## config.mk

```make
export PLATFORM = sky130hd
export DESIGN_NAME = majority_voter_filt
export DESIGN_NICKNAME = d
export VERILOG_FILES = /design/src/rtl/majority_voter_filt.sv
export SDC_FILE = /design/constraint.sdc
export NUM_CORES = 1
export LEC_CHECK = 0
export CAP_MARGIN = 20
export CORE_MARGIN = 4
export CORE_UTILIZATION = 25
export CTS_CLUSTER_SIZE = 10
export DETAILED_ROUTE_END_ITERATION = 7
export GPL_TIMING_DRIVEN = 1
export SETUP_SLACK_MARGIN = 0.3
export SYNTH_ARGS = -nofsm -noshare
export SYNTH_HDL_FRONTEND = slang
export SYNTH_SLANG_ARGS = --single-unit
```

## constraint.sdc

```tcl
create_clock -name clk -period 2.7 [get_ports clk]
set_input_delay 0.54 -clock clk [delete_from_list [all_inputs] [get_ports clk]]
set_output_delay 0.54 -clock clk [all_outputs]
set_load 0.05 [all_outputs]
```

## src/rtl/majority_voter_filt.sv

```systemverilog
// majority_voter_filt: N-channel threshold voter with registered inputs, a
// popcount/vote pipeline stage, a persistence filter that flips the decision
// only after HOLD consecutive disagreeing valid votes, and a saturating
// counter of non-unanimous samples for fault/glitch monitoring.
module majority_voter_filt #(
    parameter int N      = 4,
    parameter int THRESH = 2,
    parameter int HOLD   = 3,
    parameter int CNT_W  = 8
) (
    input  logic                     clk,
    input  logic                     rst_n,
    input  logic [N-1:0]             inputs,
    input  logic                     in_valid,
    input  logic                     clr,
    output logic [$clog2(N+1)-1:0]   ones,
    output logic                     raw_vote,
    output logic                     vote_valid,
    output logic                     f_out,
    output logic                     changed,
    output logic [CNT_W-1:0]         disagree_cnt
);

    localparam int OW = $clog2(N + 1);
    localparam int RW = $clog2(HOLD + 1);

    localparam logic [OW-1:0]    THRESH_W = OW'(THRESH);
    localparam logic [OW-1:0]    N_W      = OW'(N);
    localparam logic [RW-1:0]    HOLD_W   = RW'(HOLD);
    localparam logic [RW-1:0]    RUN_ONE  = RW'(1);
    localparam logic [CNT_W-1:0] CNT_MAX  = '1;

    // Reject parameter combinations that make the voter meaningless.
    generate
        if (N < 2) begin : g_badN
            $error("majority_voter_filt: N must be at least 2");
        end
        if ((THRESH < 1) || (THRESH > N)) begin : g_badThresh
            $error("majority_voter_filt: THRESH must satisfy 1 <= THRESH <= N");
        end
        if (HOLD < 1) begin : g_badHold
            $error("majority_voter_filt: HOLD must be at least 1");
        end
        if (CNT_W < 1) begin : g_badCntW
            $error("majority_voter_filt: CNT_W must be at least 1");
        end
    endgenerate

    typedef enum logic {
        STABLE  = 1'b0,
        PENDING = 1'b1
    } filtState_t;

    logic [N-1:0]     r_inQ;
    logic             r_v1;
    logic [OW-1:0]    r_ones;
    logic             r_rawVote;
    logic             r_voteValid;
    filtState_t       r_state;
    logic [RW-1:0]    r_run;
    logic             r_fOut;
    logic             r_changed;
    logic [CNT_W-1:0] r_disagreeCnt;

    logic [OW-1:0]    w_popcount;
    logic             w_vote;
    logic [RW-1:0]    w_runNext;
    logic             w_disagree;

    // Stage 1: capture the channel bits only when the sample is qualified.
    always_ff @(posedge clk or negedge rst_n) begin
        if (!rst_n) begin
            r_inQ <= '0;
            r_v1  <= 1'b0;
        end else begin
            r_v1 <= in_valid;
            if (in_valid) begin
                r_inQ <= inputs;
            end
        end
    end

    // Count the ones in the captured sample; ties at THRESH vote 1.
    always_comb begin
        w_popcount = '0;
        for (int i = 0; i < N; i++) begin
            w_popcount = w_popcount + OW'(r_inQ[i]);
        end
        w_vote = (w_popcount >= THRESH_W);
    end

    // Stage 2: register popcount and raw vote; hold them between samples.
    always_ff @(posedge clk or negedge rst_n) begin
        if (!rst_n) begin
            r_ones      <= '0;
            r_rawVote   <= 1'b0;
            r_voteValid <= 1'b0;
        end else begin
            r_voteValid <= r_v1;
            if (r_v1) begin
                r_ones    <= w_popcount;
                r_rawVote <= w_vote;
            end
        end
    end

    assign w_runNext  = r_run + RUN_ONE;
    assign w_disagree = r_voteValid && (r_ones != '0) && (r_ones != N_W);

    // Persistence filter: only vote_valid cycles advance or break the run,
    // idle cycles leave it untouched so gaps do not restart the count.
    always_ff @(posedge clk or negedge rst_n) begin
        if (!rst_n) begin
            r_state   <= STABLE;
            r_run     <= '0;
            r_fOut    <= 1'b0;
            r_changed <= 1'b0;
        end else begin
            r_changed <= 1'b0;
            if (r_voteValid) begin
                case (r_state)
                    STABLE: begin
                        if (r_rawVote != r_fOut) begin
                            if (HOLD == 1) begin
                                r_fOut    <= r_rawVote;
                                r_changed <= 1'b1;
                            end else begin
                                r_state <= PENDING;
                                r_run   <= RUN_ONE;
                            end
                        end
                    end
                    PENDING: begin
                        if (r_rawVote != r_fOut) begin
                            if (w_runNext == HOLD_W) begin
                                r_fOut    <= r_rawVote;
                                r_changed <= 1'b1;
                                r_run     <= '0;
                                r_state   <= STABLE;
                            end else begin
                                r_run <= w_runNext;
                            end
                        end else begin
                            r_run   <= '0;
                            r_state <= STABLE;
                        end
                    end
                    default: begin
                        r_run   <= '0;
                        r_state <= STABLE;
                    end
                endcase
            end
        end
    end

    // Saturating count of non-unanimous votes; clear takes priority.
    always_ff @(posedge clk or negedge rst_n) begin
        if (!rst_n) begin
            r_disagreeCnt <= '0;
        end else if (clr) begin
            r_disagreeCnt <= '0;
        end else if (w_disagree && (r_disagreeCnt != CNT_MAX)) begin
            r_disagreeCnt <= r_disagreeCnt + {{(CNT_W-1){1'b0}}, 1'b1};
        end
    end

    assign ones         = r_ones;
    assign raw_vote     = r_rawVote;
    assign vote_valid   = r_voteValid;
    assign f_out        = r_fOut;
    assign changed      = r_changed;
    assign disagree_cnt = r_disagreeCnt;

endmodule

```

-- After elaboration in Yosys (flattened, before gate mapping)
Cells that the tools add are included.
W data, S select, Z words.
- bits in latches: 0
- input bits: 8
- RAM bits: 0
- logic and storage cells: 43
- register bits after elaboration: 23
- memories kept: 0
- bits in read-only memories: 0
- magnitude comparators: 1
- reduce and logical (&&, ||, !) cells: 7
- multiply operators: 0
- mux-type cells: 14
- add/sub/neg operators: 5
- bitwise gates (word level): 1
- eq/ne operators: 5
- shift operators: 0
- divide/modulo/power cells: 0
- operator list (kind ; number):
    $mux W8 ; 2
    $add A8 B1 Y8 const B ; 1
    $ne A8 B8 Y1 const B ; 1
    $mux W1 ; 7
    $mux W2 ; 3
    $pmux W2 S2 ; 1
    $reduce_and A4 Y1 ; 1
    $add A2 B1 Y3 ; 1
    $add A3 B1 Y3 ; 1
    $ge A3 B2 Y1 const B ; 1
    $logic_and A1 B1 Y1 ; 3
    $ne A3 B3 Y1 const B ; 1
    $reduce_bool A3 Y1 ; 1
    $add A1 B1 Y2 ; 1
    $add A2 B1 Y2 const B ; 1
    $eq A2 B2 Y1 const B ; 1
    $ne A2 B2 Y1 const B ; 1
    $pmux W1 S2 ; 1
    $reduce_and A2 Y1 ; 1
    $reduce_bool A2 Y1 ; 1
    $ne A1 B1 Y1 ; 1
    $not A1 Y1 ; 1

-- Logic depth before layout (Yosys ltp)
Gate-level depths: netlist of run 1.
- depth in word-level cells: 6
- mapped depth: 7
- mapped depth without buffers: 7

-- Least setup slack after synthesis of run 1
No wires, ideal clock.
- kind: reg2reg
- from: register r_inQ[0]
- to: register r_ones[1], in the netlist ones[1]
- period minus slack after synthesis: 1.717 ns
- path slack: 0.983 ns
- arrival time: 1.592 ns
- data required time: 2.575 ns
- stages on the path, launching flop included: 8
- cell sequence: dfrtp_1 inv_1 fa_1 inv_1 ha_1 inv_1 ha_1 mux2_2
- cells in the longest elaborated chain, start to end: 3
- ends and longest elaborated chain (what ; line ; source):
    start: declaration ; 54 ; logic [N-1:0] r_inQ;
    start signal: assignment ; 78 ; r_inQ <= inputs;
    $add A1 B1 Y2 ; 87 ; w_popcount = w_popcount + OW'(r_inQ[i]);
    $add A2 B1 Y3 ; 87 ;
    $add A3 B1 Y3 ; 87 ;
    net w_popcount[1] ; 65 ; logic [OW-1:0] w_popcount;
    end signal: assignment ; 101 ; r_ones <= w_popcount;
    end: declaration ; 56 ; logic [OW-1:0] r_ones;
The timed path passes the listed nets, and every way through them passes these cells.
A chain may end at the register's enable or synchronous reset.

-- Worst setup path after layout of run 1
- from: register r_voteValid, in the netlist vote_valid
- to: output port vote_valid
- RTL lines (what ; line ; source):
    start: declaration ; 58 ; logic r_voteValid;
    start signal: assignment ; 99 ; r_voteValid <= r_v1;
    end: declaration ; 18 ; output logic vote_valid,
No word-level cell between the ends.

==> results by group, run 1 <==
Drt
  – Wirelength, routed: 2.20 mm
  – Vias: about 850
  – 1st-iter DRT viols: 38
  – Residual DRC: 0
  – DR WL/cell: 12.6 µm
  – Post-DRT Antenna Nets: 0
  – First-pass DRT Iterations: 4
  – Via density per instance: around 5

Min path
  – Hold crit path type: register to register

Status
  – Status: completed

STA
  – Slew margin rel.: 66.7%
  – Clk_skew: 0.000986 ns
  – Final worst-path cycle share: 80.4%
  – Worst-margin pin slew: 0.498 ns
  – F_max: approximately 460 MHz
  – Setup TNS: 0 ns
  – Unrepaired setup endpoints after global routing: no
  – Final Max Slew Viols: 0
  – Clock period minus worst slack: around 2.2 ns
  – Setup violators final: 0
  – Fin. Hold Viols: 0

Floorplanning
  – Std-Cell Rows: 24
  – Die W: 75.2 µm
  – Initial core utilization: between 20% and 30%
  – Die Y: approximately 75 µm
  – Core area: ~4400 µm²
  – IO Count: 23
  – Die footprint: 5650 µm²

Critical path
  – Worst setup EP type: primary output
  – R2R setup slack: 0.91 ns
  – CP Data Arrival Time: 1.63 ns
  – CP max stage delay: 0.86 ns
  – Critical Path RT: 2.16 ns
  – CP Class: register to primary output
  – Max Fanout on Critical Path: 11
  – Startpoint class of the critical path: register
  – Worst-path cell chain: clkdlybuf4s50_1
  – Delay-heaviest family, CP: buffers and inverters
  – Sum of buffers and inverters on the critical path: 1
  – CP max-delay cell: clkdlybuf4s50_1

Place
  – Count of input and output buffers: 22
  – RD Place Congestion: 0.698
  – Post-detail-place hpwl: around 1.7 mm

Yosys
  – Syn nets: 110
  – Yosys cell types: 38
  – Cell area after synthesis: approximately 1100 µm²
  – Synth Register Bits: 23
  – Syn. warnings: 0
  – Sequential fraction of the synthesis area: 51.1%
  – Syn Inst Count: 97
  – Mean post-synth cell area: 11.6 µm²

Pwr
  – Net Sw Frac: 36.7%
  – Comb pwr share: 32.8%
  – Reg power frac: 46.2%
  – Int Pwr: 0.648 mW
  – Clock power frac: between 20% and 30%
  – Leak: 0.619 nW
  – VDD IR-drop max: roughly 220 µV
  – NetSw: 0.375 mW
  – Pwr Density: 705 nW/µm²

Cells and area
  – Final net count: 136
  – Final Util: 33.3%
  – Commonest non-fill, non-tap cells in the layout: dfrtp_1, clkdlybuf4s50_1, inv_1
  – Most common library cell in the layout ignoring fill and taps: dfrtp_1
  – Antenna Diode Count: 0
  – Layout cell share with drive strength beyond 1: around 15%
  – Synth-to-Final Area Change: 28.6%

Global routing
  – Overflow after GRT: 0
  – Vias in the first global route: between 800 and 900
  – Initial antenna violation count: 0
  – Largest net degree at the start of global routing: 24
  – First-pass GRT wire length: roughly 3.8 mm
  – Overall Global Routing Usage: 8.63%

Clock network
  – Clk pin slew, worst setup/hold paths: 0.08 ns
  – CTS Buffer Depth: 2
  – Postcts setup bufs: 0
  – Clock sinks: 23
  – CTS tree: yes
  – H-tree depth: 1
  – Clk root buf: clkbuf_8
  – CTS hold repair buffers: 0
  – Post-cts gate resize count: 0
  – Clock Latency Late Sink: 0.26 ns
  – CTS Buf Count: 3

Run
  – MaxCap Viol Count: 0
metrics by stage:
step	cells	area (µm²)	worst slack (ns)	power (mW)	hold WS [ns]
after floorplan	97	1130	0.983	0.697	0.244
after global placement	170	1400	0.823	0.807	0.493
after detailed placement	170	1400	0.812	0.820	0.502
after CTS	174	1450	0.509	1.04	0.532
after global routing	174	1450	0.471	1.09	0.551
final	174	1450	0.529	1.02	0.521
power by group through the flow:
| stage | registers (mW) | logic, mW | clock network [mW] |
|---|---|---|---|
| 3_3_place_gp | 0.476 | 0.331 | 0 |
| 3_5_place_dp | 0.479 | 0.341 | 0 |
| 4_1_cts | 0.473 | 0.341 | 0.225 |
| 5_1_grt | 0.482 | 0.370 | 0.240 |
| 6_report | 0.472 | 0.336 | 0.215 |
| 2_1_floorplan | 0.567 | 0.131 | 0 |
cell families after synthesis:
kind of cell,Yosys count,share of synthesized area (%)
DFF,23,51.1
muxes,7,7.21
xor gates and xnor gates,2,1.55
and+or+nand+nor,27,15.2
adders and majority gates,5,6.22
buffers and inverters,9,4.00
AOI/OAI and AO/OA,24,14.8
area by class of cell:
cell class	count	area, µm²
Fill cell	430	2900
Sequential cell	23	576
Multi-Input combinational cell	65	507
Timing Repair Buffer	23	228
Tap cell	52	65.1
Clock buffer	3	41.3
Inverter	7	26.3
Clock inverter	1	7.51
metal layers:
| metal | wire [µm] | track usage (%) | vias to the layer above |
|---|---|---|---|
| li1 | - | - | 406 |
| met2 | 1200 | 15.8 | 15 |
| met4 | 29 | 4.08 | 0 |
| met3 | 71 | 1.60 | 4 |
| met1 | 896 | 9.59 | 423 |
| met5 | 0 | 0 | - |
state kept, by name, indices dropped and copies added (netlist names):
signal / flops
ones: 3
changed: 1
vote_valid: 1
f_out: 1
disagree_cnt: 8
r_state: 1
r_v1: 1
raw_vote: 1
r_inQ: 4
r_run: 2
Yosys cell counts, drive strengths merged:
library cell	number	area share, %
a211oi	1	0.67
a21oi	4	1.8
a311oi	4	3.1
a31oi	5	2.8
a41oi	1	1.4
and2	2	1.2
and2b	1	0.67
and3	2	1.2
and4	2	1.9
and4bb	1	1.1
buf	2	1.7
dfrtp	23	51
fa	1	1.8
ha	4	4.4
inv	7	2.3
mux2	6	6.3
mux2i	1	0.89
nand2	5	1.7
nand2b	2	1.1
nand3	1	0.44
nand3b	1	0.67
nand4	1	0.56
nand4b	2	1.6
nor2	3	1.0
nor2b	2	1.1
nor3	1	0.44
o211a	1	0.89
o21a	1	0.67
o21ai	6	2.7
o2bb2ai	1	0.78
or2	1	0.56
xnor2	1	0.78
xor2	1	0.78
worst paths after layout:
check                           cells past startpoint                          end            startpoint
worst max-delay path                                1                   vote_valid  vote_valid$_DFF_PN0_
worst max register to register                      7          ones[1]$_DFFE_PN0P_  r_inQ[0]$_DFFE_PN0P_
worst min register to register                      0         vote_valid$_DFF_PN0_        r_v1$_DFF_PN0_
worst min-delay path                                0         vote_valid$_DFF_PN0_        r_v1$_DFF_PN0_
min in group asynchronous                           2  disagree_cnt[7]$_DFFE_PN0P_                 rst_n
max in group asynchronous                           2         r_run[1]$_DFFE_PN0P_                 rst_n
(Power assumes the default switching activity.)
==> run 2, diff against run 1 <==
- clock period: 2.7 -> 2.05 ns (I/O delays scaled with it)
==> results by group, run 2 (same netlist as run 1, synthesis figures left out) <==
Cells and area
  – Register Area: 576 µm² (unchanged)
  – Max reg flops: 8 (unchanged)
  – Multi-input gate area: 526 µm² (was 507 µm²)
  – Most common library cell in the layout ignoring fill and taps: dfrtp_1 (unchanged)
  – Final net count: 138 (was 136)
  – Design area: 1460 µm² (was 1450 µm²)
  – Commonest non-fill, non-tap cells in the layout: dfrtp_1, dlygate4sd2_1, clkdlybuf4s50_1 (was dfrtp_1, clkdlybuf4s50_1, inv_1)
  – Antenna Diode Count: 0 (unchanged)
  – Final non-filler cell total: 176 (was 174)
  – Fillers: 417 (was 430)
  – Layout cell share with drive strength beyond 1: 23.4% (was 14.8%)
  – Synth-to-Final Area Change: 29.4% (was 28.6%)

Min path
  – Hold crit path type: input port to asynchronous set/reset pin (was register to register)

Clock network
  – Clock Latency Late Sink: 0.26 ns (about the same)
  – Clk pin slew, worst setup/hold paths: 0.08 ns (about the same)
  – Clock sinks: 23 (unchanged)
  – CTS hold repair buffers: 0 (unchanged)
  – CTS tree: yes (unchanged)
  – Clk root buf: clkbuf_8 (unchanged)
  – CTS Buf Count: 3 (unchanged)
  – H-tree depth: 1 (unchanged)
  – CTS Buffer Depth: 2 (unchanged)

Floorplanning
  – Core area: 4350 µm² (unchanged)
  – Initial core utilization: 25.9% (unchanged)
  – IO Count: 23 (unchanged)
  – Die W: 75.2 µm (unchanged)
  – Die footprint: 5650 µm² (unchanged)
  – Die Y: 75.2 µm (unchanged)
  – Std-Cell Rows: 24 (unchanged)

STA
  – Slew margin rel.: 67.1% (was 66.7%)
  – F_max: 571 MHz
  – Final worst-path cycle share: a little under nine tenths
  – Worst-margin pin slew: 0.496 ns (was 0.498 ns)
  – Setup violators final: 0 (unchanged)
  – Clk_skew: 0.00342 ns (was 0.000986 ns)
  – Setup TNS: 0 ns (unchanged)
  – Clock period minus worst slack: 1.75 ns
  – Fin. Hold Viols: 0 (unchanged)
  – Final Max Slew Viols: 0 (unchanged)
  – Unrepaired setup endpoints after global routing: yes (was no)

Critical path
  – Worst setup EP type: register (was primary output)
  – Worst R2R Path Depth: 7 (unchanged)
  – Worst r2r dst: ones[1]$_DFFE_PN0P_ (unchanged)
  – Max Fanout on Critical Path: 2 (was 11)
  – CP Class: register to register (was register to primary output)
  – R2R setup slack: 0.30 ns (was 0.91 ns)
  – CP Data Arrival Time: 1.91 ns (was 1.63 ns)
  – FF-to-FF Start: r_inQ[1]$_DFFE_PN0P_ (was r_inQ[0]$_DFFE_PN0P_)
  – Critical Path RT: 2.21 ns (was 2.16 ns)
  – CP startpoint: r_inQ[1]$_DFFE_PN0P_ (was vote_valid$_DFF_PN0_)
  – Startpoint class of the critical path: register (unchanged)

Pwr
  – Leak: 0.684 nW (was 0.619 nW)
  – Pwr Density: 918 nW/µm² (was 705 nW/µm²)
  – VDD IR-drop max: 290 µV (was 222 µV)
  – Overall Power: 1.34 mW (was 1.02 mW)

Global routing
  – Vias in the first global route: 855 (was 875)
  – First-pass GRT wire length: 3.75 mm (was 3.82 mm)
  – Initial antenna violation count: 0 (unchanged)
  – Largest net degree at the start of global routing: 24 (unchanged)
  – Overall Global Routing Usage: 8.63% (about the same)
  – Overflow after GRT: 0 (unchanged)

Drt
  – Post-DRT Antenna Nets: 0 (unchanged)
  – Vias: 845 (was 848)
  – First-pass DRT Iterations: 4 (unchanged)
  – DR WL/cell: 13.1 µm (was 12.6 µm)
  – Wirelength, routed: 2.31 mm (was 2.20 mm)
  – 1st-iter DRT viols: 40 (was 38)
  – Via density per instance: 4.80 (was 4.87)
  – Residual DRC: 0 (unchanged)

Run
  – MaxCap Viol Count: 0 (unchanged)

Place
  – Post-detail-place hpwl: 1.66 mm (was 1.67 mm)
  – Count of input and output buffers: 22 (unchanged)
  – Cell total after placement: 170 (unchanged)
  – DP Area: 1390 µm² (was 1400 µm²)
  – RD Place Congestion: 0.754 (was 0.698)

Status
  – Status: completed (unchanged)
-- run 2: changes by cell type in the layout (fill, tap and decap cells not counted), sizes merged --
cell           change
buf                +5
clkdlybuf4s50     -15
clkinv             +1
clkinvlp           -1
dlygate4sd2       +12
-- run 2: report_power, final --
group          leakage, nW  internal [mW]  switching (mW)  total [mW]
logic                0.365          0.175           0.257       0.432
clock network       0.0255          0.136           0.148       0.284
registers            0.294          0.529          0.0938       0.623
-- run 2: how the worst max path moves through the flow --
stage                     slack (ns)                   to
after floorplan                 0.33  ones[1]$_DFFE_PN0P_
after global placement          0.31  ones[1]$_DFFE_PN0P_
after detailed placement        0.27  ones[1]$_DFFE_PN0P_
after CTS                       0.30  ones[1]$_DFFE_PN0P_
after global routing            0.26  ones[1]$_DFFE_PN0P_
final                           0.30  ones[1]$_DFFE_PN0P_
-- run 2: layout make-up --
cell class | count | area share (%)
repair buffers | 25 | 15.1
inverters | 7 | 1.80
flip-flops and latches | 23 | 39.5
well taps | 52 | 4.46
multi-input cells | 65 | 36.0
clock buffers | 3 | 2.83
clock inverters | 1 | 0.343
-- run 2: critical path, stage by stage (launching register included) --
cell and delay [ns]:
dfrtp_1 0.35, inv_2 0.05, fa_1 0.52, inv_1 0.05, ha_2 0.18, inv_2 0.07
ha_4 0.19, mux2_4 0.25
-- run 2: per-layer routing --
metal | track usage (%) | part of all wire (%)
met1 | 9.83 | 45
met2 | 14.9 | 50
met3 | 2.27 | 3.7
met4 | 4.27 | 1.3
met5 | 0 | 0
-- run 2: stage by stage --
| step | hold WS (ns) | setup WS, ns | util (%) |
|---|---|---|---|
| 2_1_floorplan | 0.114 | 0.333 | - |
| 3_3_place_gp | 0.495 | 0.309 | 32.0 |
| 3_5_place_dp | 0.498 | 0.268 | 32.0 |
| 4_1_cts | 0.508 | 0.300 | 33.3 |
| 5_1_grt | 0.523 | 0.260 | 33.5 |
| 6_report | 0.498 | 0.298 | 33.5 |
-- run 2: what timing repair did --
action	4_1_cts	5_1_grt
buffers inserted	1	1
setup endpoints to repair	13	1
pin swaps	2	0
resized for setup	19	0
